### config.mk
export PLATFORM = sky130hd
export DESIGN_NAME = nvmain_cmd_issuer
export DESIGN_NICKNAME = d
export VERILOG_FILES = /design/src/rtl/nvmain_cmd_pkg.sv /design/src/rtl/nvmain_req_fifo.sv /design/src/rtl/nvmain_cmd_issuer.sv
export SDC_FILE = /design/constraint.sdc
export NUM_CORES = 1
export LEC_CHECK = 0
export CAP_MARGIN = 20
export CORE_ASPECT_RATIO = 1.1
export CORE_MARGIN = 3
export CORE_UTILIZATION = 45
export CTS_CLUSTER_SIZE = 12
export DETAILED_ROUTE_END_ITERATION = 8
export GPL_TIMING_DRIVEN = 0
export PLACE_DENSITY = 0.73
export SLEW_MARGIN = 20
export SYNTH_ARGS = -nofsm -noshare
export SYNTH_HDL_FRONTEND = slang
export SYNTH_HIERARCHICAL = 1
export SYNTH_SLANG_ARGS = --single-unit
### constraint.sdc
create_clock -name clk -period 10.8 [get_ports clk]
set_clock_uncertainty 0.1 [all_clocks]
set_input_delay 2.16 -clock clk [delete_from_list [all_inputs] [get_ports clk]]
set_output_delay 2.16 -clock clk [all_outputs]
set_load 0.005 [all_outputs]
### src/rtl/nvmain_cmd_pkg.sv
// Shared types and opcode table for the NVMain command issuer.
// Request opcodes, the buffered request record, FSM states and the
// lowercase (query) / uppercase (issue) command characters.
package nvmain_cmd_pkg;

  typedef enum logic [1:0] {
    OP_READ  = 2'd0,
    OP_WRITE = 2'd1,
    OP_LOAD  = 2'd2,
    OP_CTRL  = 2'd3
  } op_e;

  // Query (lowercase) command characters
  localparam logic [7:0] Q_READ  = 8'h72;
  localparam logic [7:0] Q_WRITE = 8'h77;
  localparam logic [7:0] Q_LOAD  = 8'h6C;
  localparam logic [7:0] Q_CTRL  = 8'h63;

  // Issue (uppercase) command characters
  localparam logic [7:0] I_READ  = 8'h52;
  localparam logic [7:0] I_WRITE = 8'h57;
  localparam logic [7:0] I_LOAD  = 8'h4C;
  localparam logic [7:0] I_CTRL  = 8'h43;

  typedef struct packed {
    op_e         op;
    logic [31:0] addr;
    logic [31:0] data;
    logic [31:0] tag;
    logic [7:0]  tid;
  } req_t;

  typedef enum logic [2:0] {
    ST_IDLE,
    ST_QUERY,
    ST_WAIT,
    ST_ISSUE,
    ST_BACKOFF,
    ST_COOL
  } state_e;

  function automatic logic [7:0] query_code(input op_e op);
    query_code = Q_READ;
    case (op)
      OP_READ:  query_code = Q_READ;
      OP_WRITE: query_code = Q_WRITE;
      OP_LOAD:  query_code = Q_LOAD;
      OP_CTRL:  query_code = Q_CTRL;
    endcase
  endfunction

  function automatic logic [7:0] issue_code(input op_e op);
    issue_code = I_READ;
    case (op)
      OP_READ:  issue_code = I_READ;
      OP_WRITE: issue_code = I_WRITE;
      OP_LOAD:  issue_code = I_LOAD;
      OP_CTRL:  issue_code = I_CTRL;
    endcase
  endfunction

endpackage

### src/rtl/nvmain_req_fifo.sv
// Synchronous request FIFO with first-word fall-through read data.
// DEPTH must be a power of two so the pointers wrap naturally.
// Caller guarantees push only when !full (or popping) and pop only when !empty.
module nvmain_req_fifo
  import nvmain_cmd_pkg::*;
#(
  parameter int DEPTH = 4
) (
  input  logic clk,
  input  logic rst_n,
  input  logic push,
  input  logic pop,
  input  req_t wr_data,
  output req_t rd_data,
  output logic full,
  output logic empty
);

  localparam int AW = (DEPTH > 1) ? $clog2(DEPTH) : 1;

  req_t           mem [DEPTH];
  logic [AW-1:0]  wr_ptr;
  logic [AW-1:0]  rd_ptr;
  logic [AW:0]    count;

  // Pointer and occupancy bookkeeping.
  // NOTE: state is updated with <= so every register samples pre-edge values;
  // blocking assignments here would make results depend on statement order.
  always_ff @(posedge clk) begin
    if (!rst_n) begin
      wr_ptr <= '0;
      rd_ptr <= '0;
      count  <= '0;
    end else begin
      if (push) wr_ptr <= wr_ptr + 1'b1;
      if (pop)  rd_ptr <= rd_ptr + 1'b1;
      case ({push, pop})
        2'b10:   count <= count + 1'b1;
        2'b01:   count <= count - 1'b1;
        default: count <= count;
      endcase
    end
  end

  // Storage write port.
  // NOTE: the array is deliberately not reset; the count gates visibility, and
  // leaving it out of reset lets it map onto plain RAM/register-file cells.
  always_ff @(posedge clk) begin
    if (push) mem[wr_ptr] <= wr_data;
  end

  assign rd_data = mem[rd_ptr];
  assign full    = (count == (AW+1)'(DEPTH));
  assign empty   = (count == '0);

endmodule

### src/rtl/nvmain_cmd_issuer.sv
// NVMain command issuer: buffers requests and runs the query/issue handshake
// toward the VPI command sink, retrying with backoff while not issuable.
// Optional build macro NVMAIN_ISSUER_STATS_EN adds saturating
// issued/retry/drop statistics counters as extra outputs.
module nvmain_cmd_issuer
  import nvmain_cmd_pkg::*;
#(
  parameter int FIFO_DEPTH = 4,
  parameter int QUERY_WAIT = 3,
  parameter int RETRY_GAP  = 4,
  parameter int MAX_RETRY  = 15,
  parameter int COOLDOWN   = 2
) (
  input  logic        clk,
  input  logic        rst_n,
  input  logic        req_valid,
  output logic        req_ready,
  input  logic [1:0]  req_op,
  input  logic [31:0] req_addr,
  input  logic [31:0] req_data,
  input  logic [31:0] req_tag,
  input  logic [7:0]  req_tid,
  output logic        command_enable,
  output logic [7:0]  arg0,
  output logic [31:0] arg1,
  output logic [31:0] arg2,
  output logic [31:0] arg3,
  output logic [7:0]  arg4,
  input  logic        is_issuable,
  output logic        issue_done,
  output logic        drop_err,
  output logic        busy
`ifdef NVMAIN_ISSUER_STATS_EN
  ,
  output logic [31:0] stat_issued,
  output logic [31:0] stat_retries,
  output logic [15:0] stat_drops
`endif
);

  localparam int TW = 16;

  state_e        state_q, state_d;
  logic [TW-1:0] timer_q, timer_d;
  logic [TW-1:0] retry_q, retry_d;
  op_e           op_q;

  req_t in_req;
  req_t head;
  logic fifo_full;
  logic fifo_empty;
  logic push;
  logic pop;
  logic sample;
  logic sample_ok;
  logic sample_fail;
  logic drop;

  assign in_req = '{op: op_e'(req_op), addr: req_addr, data: req_data,
                    tag: req_tag, tid: req_tid};

  // A pop frees a slot in the same cycle, so a full FIFO can still accept.
  assign pop       = (state_q == ST_IDLE) && !fifo_empty;
  assign req_ready = !fifo_full || pop;
  assign push      = req_valid && req_ready;

  nvmain_req_fifo #(.DEPTH(FIFO_DEPTH)) u_fifo (
    .clk     (clk),
    .rst_n   (rst_n),
    .push    (push),
    .pop     (pop),
    .wr_data (in_req),
    .rd_data (head),
    .full    (fifo_full),
    .empty   (fifo_empty)
  );

  // is_issuable only matters on the last WAIT cycle.
  assign sample      = (state_q == ST_WAIT) && (timer_q == '0);
  assign sample_ok   = sample && is_issuable;
  assign sample_fail = sample && !is_issuable;
  assign drop        = sample_fail && (MAX_RETRY != 0) && (retry_q == TW'(MAX_RETRY));

  // State, phase timer and retry counter registers.
  always_ff @(posedge clk) begin
    if (!rst_n) begin
      state_q <= ST_IDLE;
      timer_q <= '0;
      retry_q <= '0;
    end else begin
      state_q <= state_d;
      timer_q <= timer_d;
      retry_q <= retry_d;
    end
  end

  // Next-state logic for the query/wait/issue/backoff/cooldown sequence.
  // NOTE: every variable gets a default before the case so no path leaves one
  // unassigned, which would otherwise infer a latch.
  always_comb begin
    state_d = state_q;
    timer_d = timer_q;
    retry_d = retry_q;
    case (state_q)
      ST_IDLE: begin
        retry_d = '0;
        if (pop) state_d = ST_QUERY;
      end
      ST_QUERY: begin
        state_d = ST_WAIT;
        timer_d = TW'(QUERY_WAIT - 1);
      end
      ST_WAIT: begin
        if (timer_q != '0) begin
          timer_d = timer_q - 1'b1;
        end else if (is_issuable) begin
          state_d = ST_ISSUE;
        end else if (drop) begin
          state_d = ST_IDLE;
        end else begin
          retry_d = retry_q + 1'b1;
          if (RETRY_GAP == 0) begin
            state_d = ST_QUERY;
          end else begin
            state_d = ST_BACKOFF;
            timer_d = TW'(RETRY_GAP - 1);
          end
        end
      end
      ST_BACKOFF: begin
        if (timer_q == '0) state_d = ST_QUERY;
        else               timer_d = timer_q - 1'b1;
      end
      ST_ISSUE: begin
        if (COOLDOWN == 0) begin
          state_d = ST_IDLE;
        end else begin
          state_d = ST_COOL;
          timer_d = TW'(COOLDOWN - 1);
        end
      end
      ST_COOL: begin
        if (timer_q == '0) begin
          state_d = ST_IDLE;
          retry_d = '0;
        end else begin
          timer_d = timer_q - 1'b1;
        end
      end
      default: state_d = ST_IDLE;
    endcase
  end

  // Command argument bus: loaded at pop, arg0 flips to uppercase on a good sample.
  always_ff @(posedge clk) begin
    if (!rst_n) begin
      op_q <= OP_READ;
      arg0 <= '0;
      arg1 <= '0;
      arg2 <= '0;
      arg3 <= '0;
      arg4 <= '0;
    end else if (pop) begin
      op_q <= head.op;
      arg0 <= query_code(head.op);
      arg1 <= head.addr;
      arg2 <= head.data;
      arg3 <= head.tag;
      arg4 <= head.tid;
    end else if (sample_ok) begin
      arg0 <= issue_code(op_q);
    end
  end

  // Drop indication is registered so it pulses on the first IDLE cycle.
  always_ff @(posedge clk) begin
    if (!rst_n) drop_err <= 1'b0;
    else        drop_err <= drop;
  end

  assign command_enable = (state_q == ST_QUERY) || (state_q == ST_ISSUE);
  assign issue_done     = (state_q == ST_ISSUE);
  assign busy           = (state_q != ST_IDLE) || !fifo_empty;

`ifdef NVMAIN_ISSUER_STATS_EN
  // Saturating event counters.
  always_ff @(posedge clk) begin
    if (!rst_n) begin
      stat_issued  <= '0;
      stat_retries <= '0;
      stat_drops   <= '0;
    end else begin
      if (issue_done && (stat_issued != '1))             stat_issued  <= stat_issued + 1'b1;
      if (sample_fail && !drop && (stat_retries != '1))  stat_retries <= stat_retries + 1'b1;
      if (drop && (stat_drops != '1))                    stat_drops   <= stat_drops + 1'b1;
    end
  end
`endif

endmodule

==> metrics.md, run 1 <==
| Metric | Value |
|---|---|
| CP startpoint | u_fifo/count[1] |
| Setup crit end | req_ready |
| Synthesis warning total | 6 |
| CTS tree | done |
| Die Wd | 218 µm |
| Synth Area in Adders | 1.10% |
| Met1 wire length | 19600 µm |
| Max-Cap Viols | 0 |
| Main synth FF type | edfxtp_1 |
| Post-route DRC | 0 |
| Number of fill cells | 3721 |
| Total grt overflow | 0 |
| Total track usage | 19.0% |
| Path depth of the worst reg2reg path | 13 |
| Nets | 1809 |
| Htree depth | 2 |
| Area delta synth->final | 23.4% |
| Proportion of synthesized area in mux cells | 10.8% |
| Clock Latency Late Sink | 0.61 ns |
| EDFF count, synth | 424 |
| CTS Buf Count | 59 |
| Distinct cells, synth | 58 |
| Synthesized area | 22200 µm² |
| Post-CTS Setup Inserts | 0 |
| Compound-Gate Fraction of Synth Area | 6.37% |
| CP arrival | 3.08 ns |
| Final wirelength | 48600 µm |
| Final setup viols | 0 |
| Antenna Nets Post-Route | 0 |
| First-pass GRT wire length | 75600 µm |
| Longest Clk Path Bufs | 3 |
| Rows | 84 |
| Startpoint types | register |
| Mapped Nets | 1514 |
| Top Layer Used | met4 |
| Routed met3 length | 3580 µm |
| Clk slew on worst S/H paths | 0.06 ns |
| Final period utilization | 49.5% |
| Setup TNS | 0 ns |
| Vias in the first global route | 13.2k |
| Initial Util | 46.0% |
| Setup Crit Path Kind | reg2out |
| Post-Synthesis Cells | 1385 |
| Clock root buffer | clkbuf_16 |
| Post-synthesis xor/xnor area fraction | 0.670% |
| Gpl congestion | 0.851 |
| Register area share after synthesis | 71.6% |
| R2R setup slack | 6.95 ns |
| Die area | 52100 µm² |
| Outcome | complete, no violations |
| Final Hold Vio Count | 0 |
| Drt pass-1 iters | 4 |
| Worst hold margin | 0.350 ns |
| DRT iter0 DRCs | 768 |
| Largest family of logic cells by synthesized area | multiplexers |
| Util after Layout | 56.8% |
| Slew Viols, Final | 0 |
| Core area | 48200 µm² |
| Hold/Removal Path Class | reg2reg |
| Pwr per Cell Area | 263 nW/µm² |
| Post-layout min period | 5.34 ns |
| Die height | 239 µm |
| F_max | 0.187 GHz |
| Critical Path RT | 8.54 ns |
| Reg-to-Reg Start | u_fifo/count[1] |
| RR Endpoint | u_fifo/count[2] |
| Layout cells sized above 1 | 13.6% |
| Register bit total from synthesis | 582 |
| IO Pins | 227 |
| Total power | 7.21 mW |
| Pin count of the biggest net entering global routing | 43 |
| Cts repair resizes | 0 |
| Hold-fix buffers at CTS | 0 |
| Vias | 12.6k |
| I/O Buffers | 225 |
| Peak VDD IR | 181 µV |
| FFs w/ async S/R, synth | 0% |
| Mean post-synth cell area | 16.0 µm² |
| WL/cell | 20.4 µm |
| Critical Path Sink Type | output pin |
| Leak | 9.08 nW |
| Met2 Routed Length | 24300 µm |
| CP max FO | 10 |
| Finished Layout Cells | 2379 |
| Placed Cells | 2264 |
| Hpwl dp | 31300 µm |
| Simple-gate share of the synthesized area | 7.31% |
| CTS Sinks | 582 |
| RSZ-0062 raised after global routing | no |
| Vias/cell | 5.31 |
| Worst slew pin tran | 1.14 ns |
| Initial antenna violation count | 3 |
| Worst hold path depth | 2 |
| Rel. slew slack | 23.9% |
## report_power, final
part           total [mW]  switching [mW]  leakage [nW]  internal, mW
Combinational        2.24            1.24          2.99         0.994
Clock                1.98           0.809         0.907          1.17
Sequential           3.00           0.183          5.18          2.82
## logic make-up after synthesis
group | count (synthesis)
and+or+nand+nor | 366
other | 1
muxes | 108
DFF | 582
AOI/OAI and AO/OA | 195
adders and majority gates | 19
buffers and inverters | 97
xor gates and xnor gates | 17
## synth_stat cells, types with 4 or more instances
library cell  number  area [µm²]
dfxtp_1          158        3160
a31oi_1            9        56.3
mux4_2           106        2390
o21ai_1            7        35.0
nand2_1          248         931
and4_1             4        35.0
ha_1              18         225
o2111ai_1          8        70.1
nor3_1            15        75.1
nor2b_1            8        50.1
o21a_1             4        30.0
and2_1            14        87.6
a21boi_0          79         593
o31ai_1            4        30.0
xor2_1            14         123
inv_1             15        56.3
and3_1             8        50.1
nand3_1           14        70.1
o21ai_0           21         105
buf_2             23         115
buf_8              5        75.1
a21oi_1            9        45.0
or3_1              4        25.0
clkbuf_1          48         180
edfxtp_1         424       12700
nor2_1            31         116
a21boi_1          34         255
## layout make-up
| class | instances | area (µm²) | share of cell area (%) |
|---|---|---|---|
| Multi-Input combinational cell | 706 | 5850 | 21.4 |
| Clock buffer | 98 | 1710 | 6.22 |
| Tap cell | 645 | 807 | 2.95 |
| Sequential cell | 582 | 15900 | 58.0 |
| Clock inverter | 14 | 179 | 0.653 |
| Inverter | 16 | 60.1 | 0.219 |
| Buffer | 81 | 409 | 1.49 |
| Antenna cell | 3 | 7.51 | 0.0274 |
| Timing Repair Buffer | 234 | 2480 | 9.07 |
## through the flow
| stage | cell area [µm²] | worst slack (ns) |
|---|---|---|
| 2_1_floorplan | 22200 | 5.37 |
| 3_3_place_gp | 25300 | 2.52 |
| 3_5_place_dp | 25500 | 5.86 |
| 4_1_cts | 27400 | 5.36 |
| 5_1_grt | 27400 | 5.20 |
| 6_report | 27400 | 5.46 |
## placed cells by master (no fill, tap or decap), types with 4 or more instances in the layout
cell,instances
nor2_1,31
and2_1,10
clkbuf_1,80
clkbuf_8,4
nor2b_1,8
o21ai_0,21
clkdlybuf4s50_1,225
or3_1,4
bufinv_16,4
mux4_2,106
nor3_1,15
clkinv_1,5
nand3_1,14
a31oi_1,9
and3_1,8
a21boi_0,79
clkbuf_16,61
buf_8,5
ha_1,18
o21a_1,4
a21boi_1,34
dfxtp_1,158
and2_4,4
buf_2,23
and4_1,4
o2111ai_1,8
nand2_1,248
xor2_1,14
o31ai_1,4
a21oi_1,9
buf_16,7
o21ai_1,7
inv_1,15
edfxtp_1,424
## layer usage
metal / vias up / GRT usage [%]
li1: 5840 / -
met1: 6385 / 23.6
met2: 334 / 32.6
met3: 78 / 5.49
met4: 0 / 5.20
met5: - / 0
## worst min-delay path by stage
stage | to | slack, ns | startpoint
6_report | arg3[31] | 0.35 | arg3[31]
3_5_place_dp | arg3[19] | 0.35 | arg3[19]
4_1_cts | arg3[31] | 0.35 | arg3[31]
3_3_place_gp | arg4[7] | 0.34 | arg4[7]
5_1_grt | arg1[24] | 0.37 | arg1[24]
2_1_floorplan | timer_q[15] | 0.35 | timer_q[15]
## worst max-delay path, cell delays in order (launching register included)
cell             delay (ns)
dfxtp_1                0.33
nor3_1                 0.58
nand2b_1               0.19
clkbuf_1               0.31
clkbuf_1               0.48
nand2_1                0.14
clkdlybuf4s50_1        0.47
## registers in the layout, indices dropped and copies added, names as in the netlist, named ones only
signal	cells
arg0	7
u_fifo/mem	424
arg4	8
arg2	32
arg1	32
op_q	2
state_q	3
u_fifo/count	3
u_fifo/wr_ptr	2
u_fifo/rd_ptr	2
arg3	32
timer_q	16
retry_q	16
drop_err	1
(Power assumes the default switching activity.)
==> run 2: changes to the inputs <==
--- a/config.mk
+++ b/config.mk
@@ -12,7 +12,7 @@
 export CTS_CLUSTER_SIZE = 12
 export DETAILED_ROUTE_END_ITERATION = 8
 export GPL_TIMING_DRIVEN = 0
-export PLACE_DENSITY = 0.73
+export PLACE_DENSITY = 0.75
 export SLEW_MARGIN = 20
 export SYNTH_ARGS = -nofsm -noshare
 export SYNTH_HDL_FRONTEND = slang
==> constraint.sdc (replaced) <==
create_clock -name clk -period 4.34 [get_ports clk]
set_clock_uncertainty 0.1 [all_clocks]
set_input_delay 0.868 -clock clk [delete_from_list [all_inputs] [get_ports clk]]
set_output_delay 0.868 -clock clk [all_outputs]
set_load 0.005 [all_outputs]
==> run 2 against run 1 <==
  * Wire length rose by 0.22%
  * Power grew 150%
  * Core utilization shrank 0.075 points
  * Non-clock buffer count up 3
  * Register-to-register slack worse by 6.4 ns
  * Sequential cell count is the same
  * Count of clock-buffer cells in the layout stayed put
  * Cell count about the same
  * Combinational power grew 150%
  * First-iteration DRC count is 3.6% higher
  * Critical path type unchanged
==> metrics.md, run 2 (synthesized netlist as in run 1, its figures left out) <==
| Metric | Value |
|---|---|
| CP arrival | 2.98 ns |
| Clk slew on worst S/H paths | 0.06 ns |
| Cts repair resizes | 0 |
| Startpoint types | register |
| Htree depth | 2 |
| Max reg flops | 424 |
| Most frequent cells in the layout | edfxtp_1, nand2_1, clkdlybuf4s50_1 |
| NetSw | 5.53 mW |
| Seq pwr share | 42.1% |
| Core area | 48200 µm² |
| Initial Util | 46.0% |
| Hold/Removal Path Class | reg2reg |
| Setup Crit Path Kind | reg2out |
| Hold-fix buffers at CTS | 0 |
| Top register by number of flip-flops | u_fifo/mem |
| I/O Buffers | 225 |
| CP max FO | 10 |
| CP max stage delay | 0.51 ns |
| GR Util met3 | 4.59% |
| Total grt overflow | 0 |
| Vias | 12.6k |
| Gpl congestion | 0.834 |
| Worst slew pin tran | 1.07 ns |
| Layout cells sized above 1 | 13.9% |
| Total power | 17.8 mW |
| Logic pwr share | 31.2% |
| Rows | 84 |
| Hpwl dp | 31900 µm |
| Die area | 52100 µm² |
| Die Wd | 218 µm |
| Util after Layout | 56.7% |
| Rel. slew slack | 28.9% |
| Met2 Usage GRT | 32.9% |
| First-pass GRT wire length | 75700 µm |
| Commonest non-fill, non-tap cell in the layout | edfxtp_1 |
| RSZ-0062 raised after global routing | no |
| Place WS | 0.588 ns |
| Max-Cap Viols | 0 |
| Post-Layout Inst Area | 27400 µm² |
| Clock Latency Late Sink | 0.60 ns |
| CTS Buf Count | 59 |
| Total track usage | 18.9% |
| Peak VDD IR | 458 µV |
| Area delta synth->final | 23.2% |
| Final wirelength | 48700 µm |
| Longest Clk Path Bufs | 3 |
| Worst hold margin | 0.351 ns |
| Setup TNS | 0 ns |
| Nets | 1812 |
| Critical Path RT | 3.37 ns |
| Internal power | 12.3 mW |
| Vias/cell | 5.31 |
| Drt pass-1 iters | 5 |
| DRT iter0 DRCs | 796 |
| IO Pins | 227 |
| Final Hold Vio Count | 0 |
| Critical Path Slowest Stage Cell | nor3_1 |
| Post-route DRC | 0 |
| F_max | 0.253 GHz |
| Final period utilization | 91.0% |
| Finished Layout Cells | 2380 |
| Post-layout min period | 3.95 ns |
| CTS Sinks | 582 |
| Switch share | 31.1% |
| Post-CTS Setup Inserts | 0 |
| Grt met1 use | 23.6% |
| Outcome | complete, no violations |
| Clock root buffer | clkbuf_16 |
| Final worst slack | 0.391 ns |
| Leak | 9.07 nW |
| Pin count of the biggest net entering global routing | 41 |
| CTS tree | done |
| Post-place instance area | 25500 µm² |
| Antenna Nets Post-Route | 0 |
| Critical Path Sink Type | output pin |
| Placed Cells | 2267 |
| Initial antenna violation count | 5 |
| GR peak layer | met2 |
| Slew Viols, Final | 0 |
| Vias in the first global route | 13.2k |
| Clk network pwr share | 26.7% |
| Pwr per Cell Area | 650 nW/µm² |
| Die height | 239 µm |
| WL/cell | 20.4 µm |
| Cells along the critical path | nor3_1 -> nand2b_1 -> clkbuf_1 -> clkbuf_1 -> nand2_1 -> clkdlybuf4s50_1 |
| Cell mode on critical path | clkbuf_1 |
| Final setup viols | 0 |
==> run 2: cell types whose count changed in the layout (fill, tap and decap cells not counted), sizes merged <==
cell / delta
inv: +2
bufinv: -2
buf: +3
clkinv: -2
==> run 2: final cells by class <==
cell class / count / area (µm²)
fill: 3738 / 20900
timing repair buffer: 237 / 2520
buffer: 81 / 409
sequential: 582 / 15900
inverter: 16 / 60.1
multi-input combinational: 706 / 5850
clock buffer: 98 / 1690
clock inverter: 12 / 118
tap: 645 / 807
antenna: 3 / 7.51
==> run 2: per-layer routing <==
| layer | wire length [µm] | share of wire [%] | up-vias |
|---|---|---|---|
| met4 | 1150 | 2.4 | 6 |
| met3 | 3010 | 6.2 | 76 |
| li1 | - | - | 5828 |
| met2 | 24700 | 51 | 311 |
| met5 | 43 | 0.088 | - |
| met1 | 19700 | 41 | 6419 |
==> run 2: power groups by stage <==
stage | logic (mW) | clock network [mW] | registers [mW]
2_1_floorplan | 3.20 | 0 | 7.54
5_1_grt | 6.12 | 5.09 | 7.59
6_report | 5.54 | 4.75 | 7.49
3_3_place_gp | 5.44 | 0 | 7.61
4_1_cts | 5.65 | 4.88 | 7.50
3_5_place_dp | 5.62 | 0 | 7.61
==> run 2: path summary, 6_finish.rpt <==
check / slack, ns / end / cells past startpoint / start
max: 0.39 / req_ready / 6 / u_fifo/count[1]
min: 0.35 / arg1[25] / 2 / arg1[25]
max reg2reg: 0.55 / u_fifo/count[2] / 13 / u_fifo/count[1]
min reg2reg: 0.35 / arg1[25] / 2 / arg1[25]
==> run 2: worst max-delay path, delay by kind of cell (launching register included) <==
family,cells,cell delay (ns)
simple gates,3,0.85
buf+inv,3,1.21
flops,1,0.32
==> run 3: changes to the inputs <==
--- a/config.mk
+++ b/config.mk
@@ -5,14 +5,15 @@
 export SDC_FILE = /design/constraint.sdc
 export NUM_CORES = 1
 export LEC_CHECK = 0
+export ABC_CLOCK_PERIOD_IN_PS = 4340
 export CAP_MARGIN = 20
 export CORE_ASPECT_RATIO = 1.1
 export CORE_MARGIN = 3
 export CORE_UTILIZATION = 45
 export CTS_CLUSTER_SIZE = 12
 export DETAILED_ROUTE_END_ITERATION = 8
-export GPL_TIMING_DRIVEN = 0
 export PLACE_DENSITY = 0.75
+export SETUP_SLACK_MARGIN = 0.1
 export SLEW_MARGIN = 20
 export SYNTH_ARGS = -nofsm -noshare
 export SYNTH_HDL_FRONTEND = slang
==> run 3 against run 2 <==
  * Die area unchanged
  * Critical path depth decreased by 2
  * Register-to-register slack improved by 0.46 ns
  * Sequential share of layout area increased by 0.89 points
  * First-iteration DRC count increased by 41%
  * Highest routed layer unchanged
  * Count of clock-buffer cells in the layout decreased by 1
==> metrics.md, run 3 (synthesized netlist as in run 1, its figures left out) <==
| Metric | Value |
|---|---|
| Clk slew on worst S/H paths | 0.06 ns |
| IO Pins | 227 |
| Hold/Removal Path Class | reg2reg |
| Total grt overflow | 0 |
| CTS tree | done |
| Clock Latency Late Sink | 0.61 ns |
| Post-place instance area | 25100 µm² |
| Leak | 8.87 nW |
| Cells along the critical path | nor3_2 -> nand2b_4 -> nand2_1 -> clkdlybuf4s50_1 |
| Htree depth | 2 |
| F_max | 0.288 GHz |
| Worst hold margin | 0.351 ns |
| Drt pass-1 iters | 6 |
| First-pass GRT wire length | 73500 µm |
| Initial antenna violation count | 3 |
| Layout cells sized above 1 | 13.2% |
| I/O Buffers | 225 |
| Final wirelength | 47100 µm |
| Placed Cells | 2197 |
| Initial Util | 46.0% |
| Nets | 1742 |
| CTS Buf Count | 59 |
| Post-Layout Inst Area | 27000 µm² |
| Total track usage | 18.2% |
| Area delta synth->final | 21.4% |
| Rows | 84 |
| CP max stage delay | 0.51 ns |
| Post-layout min period | 3.47 ns |
| RSZ-0062 raised after global routing | no |
| Most frequent cells in the layout | edfxtp_1, nand2_1, clkdlybuf4s50_1 |
| Slew Viols, Final | 0 |
| Clock root buffer | clkbuf_16 |
| Commonest non-fill, non-tap cell in the layout | edfxtp_1 |
| Final worst slack | 0.866 ns |
| Post-route DRC | 0 |
| Final Hold Vio Count | 0 |
| Vias | 12.4k |
| CP startpoint | state_q[0] |
| Core area | 48200 µm² |
| Max-Cap Viols | 0 |
| Vias in the first global route | 12.9k |
| CP max FO | 32 |
| Critical Path Sink Type | output pin |
| Reg-to-Reg Start | state_q[0] |
| Die area | 52100 µm² |
| Startpoint types | register |
| Post-CTS Setup Inserts | 0 |
| Cts repair resizes | 0 |
| Rel. slew slack | 43.0% |
| Setup TNS | 0 ns |
| Critical Path RT | 3.37 ns |
| Buf/Inv on CP | 1 |
| Die height | 239 µm |
| CTS Sinks | 582 |
| Top register by number of flip-flops | u_fifo/mem |
| CP arrival | 2.51 ns |
| GR Util met3 | 4.14% |
| Max reg flops | 424 |
| Finished Layout Cells | 2310 |
| Met2 Usage GRT | 31.1% |
| Area of the multi-input gates | 5860 µm² |
| Outcome | complete, no violations |
| Setup Crit Path Kind | reg2out |
| Peak VDD IR | 423 µV |
| Hpwl dp | 28300 µm |
| Gpl congestion | 0.778 |
| Critical Path Slowest Stage Cell | clkdlybuf4s50_1 |
| Worst slew pin tran | 0.856 ns |
| Hold Crit Start | arg2[2] |
| Antenna Nets Post-Route | 0 |
| DRT iter0 DRCs | 1122 |
| WL/cell | 20.4 µm |
| Pwr per Cell Area | 651 nW/µm² |
| Final period utilization | 80.0% |
| Top delay family on crit path | simple AND/OR/NAND/NOR gates |
| Grt met1 use | 23.7% |
| Total power | 17.6 mW |
| Storage cell area | 15900 µm² |
| Vias/cell | 5.37 |
| Pin count of the biggest net entering global routing | 79 |
| GR peak layer | met2 |
| Number of fill cells | 3740 |
| Util after Layout | 55.9% |
| Hold-fix buffers at CTS | 0 |
| Place WS | 0.940 ns |
| Longest Clk Path Bufs | 3 |
| Die Wd | 218 µm |
| Final setup viols | 0 |
## run 3: cell types whose count changed in the layout (fill, tap and decap cells not counted), sizes merged
cell | before | now
clkbuf | 146 | 97
buf | 45 | 24
bufinv | 2 | 3
clkdlybuf4s50 | 225 | 224
clkinv | 7 | 8
clkinvlp | 0 | 1
diode | 3 | 2
inv | 19 | 18
## run 3: cell type report
| cell class | count | share of cell area, % |
|---|---|---|
| Sequential cell | 582 | 59.0 |
| Multi-Input combinational cell | 706 | 21.7 |
| Timing Repair Buffer | 248 | 9.26 |
| Clock buffer | 97 | 6.15 |
| Tap cell | 645 | 2.99 |
| Clock inverter | 14 | 0.631 |
| Inverter | 16 | 0.232 |
| Antenna cell | 2 | 0.0186 |
## run 3: per-layer routing
layer / vias to the layer above / share of wire, %
met4: 2 / 1.9
li1: 5694 / -
met5: - / 0.028
met3: 70 / 6.8
met1: 6272 / 41
met2: 356 / 50
## run 3: worst paths after layout
kind                                   endpoint  slack, ns  cells past startpoint
worst max-delay path                  req_ready       0.87                      4
worst min-delay path                    arg2[2]       0.35                      2
worst max register to register  u_fifo/count[2]       1.01                      9
worst min register to register          arg2[2]       0.35                      2
## run 3: report_power, final
part,leakage (nW),switching (mW),internal [mW]
combinational,2.81,2.79,2.33
clock,0.878,2.01,2.78
sequential,5.18,0.624,7.02
total,8.87,5.43,12.1
## run 3: worst reg2reg max path, cell delays in order, from the launching register on
cell,delay [ns]
dfxtp_1,0.49
nor3_2,0.37
nand2b_4,0.34
inv_4,0.58
ha_1,0.32
inv_1,0.07
fa_1,0.37
xor2_1,0.15
or3_1,0.30
a21boi_0,0.17
